===== config.mk =====
export PLATFORM = sky130hd
export DESIGN_NAME = game_round_ctrl
export DESIGN_NICKNAME = d
export VERILOG_FILES = /design/src/rtl/game_round_ctrl.sv
export SDC_FILE = /design/constraint.sdc
export NUM_CORES = 1
export LEC_CHECK = 0
export CAP_MARGIN = 20
export CORE_ASPECT_RATIO = 0.8
export CORE_UTILIZATION = 34
export CTS_CLUSTER_DIAMETER = 40
export DETAILED_ROUTE_END_ITERATION = 10
export PLACE_DENSITY = 0.55
export REMOVE_ABC_BUFFERS = 1
export SLEW_MARGIN = 20
export SYNTH_ARGS = -nofsm -noshare
export SYNTH_HDL_FRONTEND = slang
export SYNTH_SLANG_ARGS = --single-unit

===== constraint.sdc =====
create_clock -name Clk -period 3.6 [get_ports Clk]
set_input_delay 0.72 -clock Clk [delete_from_list [all_inputs] [get_ports Clk]]
set_output_delay 0.72 -clock Clk [all_outputs]
set_load 0.03 [all_outputs]

===== src/rtl/game_round_ctrl.sv =====
// Round sequencer for GAME1/GAME2: start countdown, timed play with pause/resume,
// and a game-over hold. Key commands arrive on the shared USB keycode slots.
`timescale 1ns/1ps
module game_round_ctrl #(
  parameter int FRAMES_PER_SEC = 60,
  parameter int COUNTDOWN_SEC  = 3,
  parameter int ROUND_SEC      = 60,
  parameter int SCORE_LIMIT    = 10
) (
  input  logic       Clk,
  input  logic       Reset_n,
  input  logic       game_active,
  input  logic       frame_tick,
  input  logic [7:0] keycode,
  input  logic [7:0] keycode2,
  input  logic       score_event,
  output logic       run,
  output logic       paused,
  output logic       game_over,
  output logic       round_start,
  output logic [3:0] countdown,
  output logic [7:0] time_left,
  output logic [7:0] score
);

  localparam logic [7:0] KEY_START = 8'h2C;
  localparam logic [7:0] KEY_PAUSE = 8'h13;
  localparam logic [7:0] FCNT_MAX  = 8'(FRAMES_PER_SEC - 1);
  localparam logic [3:0] CD_INIT   = 4'(COUNTDOWN_SEC);
  localparam logic [7:0] TL_INIT   = 8'(ROUND_SEC);
  localparam logic [7:0] SC_LIMIT  = 8'(SCORE_LIMIT);
  localparam logic [7:0] SC_LAST   = 8'(SCORE_LIMIT - 1);

  typedef enum logic [2:0] {IDLE, COUNTDOWN, PLAY, PAUSE, OVER} state_t;

  state_t     state, state_next;
  logic [7:0] fcnt, fcnt_next, fcnt_adv;
  logic [3:0] cd_next;
  logic [7:0] tl_next, score_next;
  logic       rs_next;
  logic       start_prev, pause_prev;
  logic       start_pressed, pause_pressed, start_edge, pause_edge;
  logic       sec;

  // Either slot holding the key counts as one press, so both slots at once give one edge.
  assign start_pressed = (keycode == KEY_START) || (keycode2 == KEY_START);
  assign pause_pressed = (keycode == KEY_PAUSE) || (keycode2 == KEY_PAUSE);
  assign start_edge    = start_pressed && !start_prev;
  assign pause_edge    = pause_pressed && !pause_prev;

  assign sec      = frame_tick && (fcnt == FCNT_MAX);
  assign fcnt_adv = sec ? 8'd0 : fcnt + 8'd1;

  assign run       = (state == PLAY);
  assign paused    = (state == PAUSE);
  assign game_over = (state == OVER);

  always_ff @(posedge Clk or negedge Reset_n) begin
    if (!Reset_n) begin
      state       <= IDLE;
      fcnt        <= 8'd0;
      countdown   <= CD_INIT;
      time_left   <= TL_INIT;
      score       <= 8'd0;
      round_start <= 1'b0;
      start_prev  <= 1'b0;
      pause_prev  <= 1'b0;
    end else begin
      state       <= state_next;
      fcnt        <= fcnt_next;
      countdown   <= cd_next;
      time_left   <= tl_next;
      score       <= score_next;
      round_start <= rs_next;
      start_prev  <= start_pressed;
      pause_prev  <= pause_pressed;
    end
  end

  always_comb begin
    state_next = state;
    fcnt_next  = fcnt;
    cd_next    = countdown;
    tl_next    = time_left;
    score_next = score;
    rs_next    = 1'b0;

    if (!game_active) begin
      state_next = IDLE;
      fcnt_next  = 8'd0;
      cd_next    = CD_INIT;
      tl_next    = TL_INIT;
      score_next = 8'd0;
    end else begin
      case (state)
        IDLE: begin
          fcnt_next  = 8'd0;
          cd_next    = CD_INIT;
          tl_next    = TL_INIT;
          score_next = 8'd0;
          if (start_edge) state_next = COUNTDOWN;
        end
        COUNTDOWN: begin
          if (frame_tick) fcnt_next = fcnt_adv;
          if (sec) begin
            cd_next = countdown - 4'd1;
            if (countdown == 4'd1) begin
              state_next = PLAY;
              rs_next    = 1'b1;
            end
          end
        end
        PLAY: begin
          if (frame_tick) fcnt_next = fcnt_adv;
          if (sec) tl_next = time_left - 8'd1;
          if (score_event && (score < SC_LIMIT)) score_next = score + 8'd1;
          // Timeout and score limit both end the round and win over a pause request.
          if ((sec && (time_left == 8'd1)) || (score_event && (score == SC_LAST)))
            state_next = OVER;
          else if (pause_edge)
            state_next = PAUSE;
        end
        PAUSE: begin
          if (pause_edge) state_next = PLAY;
        end
        OVER: begin
          fcnt_next = 8'd0;
          if (start_edge) begin
            state_next = COUNTDOWN;
            cd_next    = CD_INIT;
            tl_next    = TL_INIT;
            score_next = 8'd0;
          end
        end
        default: state_next = IDLE;
      endcase
    end
  end

endmodule


==> results.sh <==
export IMPL_status="complete, no violations"
export IMPL_postSynthRegisterBits=34
export IMPL_gp_congestion=0.772
export IMPL_peakVddDrop_mv=0.181
export IMPL_regArea_sq_um=858
export IMPL_timing_hold_ws_ps=475
export IMPL_yosysSeqAreaShare=0.426
export IMPL_synthDominantCellAreaShare=0.348
export IMPL_grt_max_degree=35
export IMPL_path_class="reg2out"
export IMPL_via_per_inst=4.98
export IMPL_ys_warn_count=0
export IMPL_insertion_delay_ps=290
export IMPL_slew_headroom=0.612
export IMPL_syn_area_per_cell_sq_um=9.55
export IMPL_clock_skew_final_ps=9.20
export IMPL_cts_resized=0
export IMPL_fin_setup_tns_ps=0
export IMPL_die_w_um=88.1
export IMPL_startpoint_type="flop"
export IMPL_num_rows=24
export IMPL_drt_iter0_drc=68
export IMPL_fillCellCount=563
export IMPL_drive_gt1_frac=0.135
export IMPL_max_slew_worst_pin_slew_ps=579
export IMPL_die_h_um=70.9
export IMPL_die_area_sq_mm=0.00624
export IMPL_area_growth_pct=30.8
export IMPL_slowest_delay_ps=670
export IMPL_end_kind="output pin"
export IMPL_diodes=0
export IMPL_rsz0062_at_grt="false"
export IMPL_hold_violations=0
export IMPL_drv_cap=0
export IMPL_wl_per_cell_um=13.7
export IMPL_netlist_top_cell_by_area="dfrtp_1"
export IMPL_final_antenna_net_count=0
export IMPL_grt_pass1_vias=1563
export IMPL_ys_flop_type="dfrtp_1"
export IMPL_cts_tree="done"
export IMPL_clockRootBuffer="clkbuf_8"
export IMPL_antenna_found_initial=0
export IMPL_finalInstanceArea_sq_mm=0.00264
export IMPL_worstPathMaxFanout=10
export IMPL_port_buffers=44
export IMPL_cts_buffer_depth=2
export IMPL_setup_ws_ps=918
export IMPL_slew_viol_final=0
export IMPL_internal_power_w=0.000560
export IMPL_initial_utilization=0.361
export IMPL_firstDrtPassIters=4
export IMPL_postCtsSetupBuffers=0
export IMPL_pre_cts_ws_ps=605
export IMPL_io_pins=45
export IMPL_combPwrFrac=0.060
export IMPL_setup_viol=0
export IMPL_p_seq_frac=0.532
export IMPL_netlist_area_sq_mm=0.00202
export IMPL_overflow=0
export IMPL_dpl_instance_area_sq_mm=0.00254
export IMPL_cts_sinks=34
export IMPL_power_switching_w=0.000159
export IMPL_fin_crit_sh=0.745
export IMPL_dp_hpwl_um=3400
export IMPL_required_ps=2880
export IMPL_fp_coreArea_sq_mm=0.00559
export IMPL_routed_via_count=1677
export IMPL_multi_input_area_sq_mm=0.00108
export IMPL_p_clk_frac=0.408
export IMPL_htreeDepth=2
export IMPL_wl_um=4600
export IMPL_cp_slowest_cell="clkdlybuf4s50_1"
export IMPL_synth_edf_count=0
export IMPL_p_sw_frac=0.221
export IMPL_ys_top_cells_by_area="dfrtp_1, dfstp_2, o21ai_0"
export IMPL_grt_usage=0.156
export IMPL_min_path_type="reg2reg"
export IMPL_ys_async_sr_fraction=1.00
export IMPL_power_density_mw_per_mm2=273
export IMPL_fmax_ghz=0.373
export IMPL_route_detailed_drc=0
export IMPL_fin_crit_ps=2680
export IMPL_ys_types=52
export IMPL_cts_buffers_inserted=5
export IMPL_grt_pass1_wl_um=7540
export IMPL_fin_nets=286
export IMPL_cts_hold_buf=0
export IMPL_critPathArrivalTime_ps=1960
export IMPL_leakage_nw=1.05
export IMPL_cts_clk_slew_worst_paths_ps=70
export IMPL_synth_cells=211
export IMPL_crit_chain="nand2_1 -> or2_2 -> inv_1 -> clkdlybuf4s50_1"
[cells by family after synthesis]
group / count (synthesis) / synth area share
XOR/XNOR: 5 / 0.0217
flip-flops: 34 / 0.426
buffers and inverters: 18 / 0.0360
AND/OR/NAND/NOR: 95 / 0.280
adder cells (fa/ha/maj): 7 / 0.0434
AO/OA/AOI/OAI: 49 / 0.177
multiplexers: 3 / 0.0161
[cells in the mapped netlist (all sizes together), types with 2 or more instances]
library cell / number
dfstp: 6
nand2b: 4
nand4: 4
a2111oi: 2
dfrtp: 28
a31oi: 4
mux2: 2
xnor2: 5
inv: 12
a21oi: 5
ha: 7
nand3: 8
a211o: 2
a41oi: 2
o211ai: 2
a21boi: 4
nor3: 2
buf: 2
nor2: 23
or2: 4
clkbuf: 4
or3: 3
nand2: 19
and2: 6
nor4b: 5
nand4b: 3
nor2b: 4
nor3b: 2
o21ai: 19
and3: 2
o31ai: 4
[routing by layer]
layer / vias to the layer above / global-route usage / routed length [um]
li1: 848 / - / -
met1: 781 / 0.235 / 2440
met2: 41 / 0.223 / 1830
met3: 7 / 0.0408 / 287
met4: 0 / 0.0376 / 42
met5: - / 0 / 0
[area by class of cell]
cell class | count | share of cell area
sequential | 34 | 0.326
inverter | 12 | 0.0171
clock inverter | 2 | 0.00475
multi-input combinational | 159 | 0.411
clock buffer | 6 | 0.0313
timing repair buffer | 46 | 0.173
tap | 78 | 0.0370
[power by group through the flow]
stage | Combinational [W] | Sequential, W | Clock (W)
2_1_floorplan | 0.00000763 | 0.000390 | 0
3_3_place_gp | 0.0000433 | 0.000390 | 0
3_5_place_dp | 0.0000438 | 0.000390 | 0
4_1_cts | 0.0000442 | 0.000383 | 0.000303
5_1_grt | 0.0000474 | 0.000383 | 0.000319
6_report | 0.0000430 | 0.000383 | 0.000294
[critical path, delay by kind of cell (launching register included)]
family        cells  cell delay, ps
buf+inv           2             730
flops             1             520
simple gates      2             440
[per-stage QoR]
step | instances | total power, W | util
after floorplan | 205 | 0.000398 | -
after global placement | 329 | 0.000433 | 0.455
after detailed placement | 329 | 0.000434 | 0.455
after CTS | 337 | 0.000730 | 0.472
after global routing | 337 | 0.000749 | 0.472
final | 337 | 0.000720 | 0.472
[cell usage in the layout, fill, tap and decap left out, types with 6 or more instances in the layout]
| cell | n |
|---|---|
| o21ai_0 | 19 |
| nand3_1 | 8 |
| inv_1 | 12 |
| clkbuf_8 | 6 |
| nor2_1 | 23 |
| dfstp_2 | 6 |
| clkdlybuf4s50_1 | 44 |
| nand2_1 | 19 |
| ha_1 | 7 |
| dfrtp_1 | 28 |
[path summary, 6_finish.rpt]
path	start	slack, ps	cells after the start	to
hold / removal	fcnt[7]	470	1	fcnt[7]
max in group asynchronous	Reset_n	2420	2	time_left[5]
min in group asynchronous	Reset_n	840	2	fcnt[0]
setup reg to reg	fcnt[0]	1370	7	time_left[7]
setup / recovery	state[0]	920	4	paused
hold reg to reg	fcnt[7]	470	1	fcnt[7]
[flip-flops by register name (all words and copies together) (netlist names)]
| name | flops |
|---|---|
| time_left | 8 |
| start_prev | 1 |
| countdown | 4 |
| fcnt | 8 |
| round_start | 1 |
| score | 8 |
| pause_prev | 1 |
| state | 3 |
No activity file was read; power rests on OpenSTA's default activity.
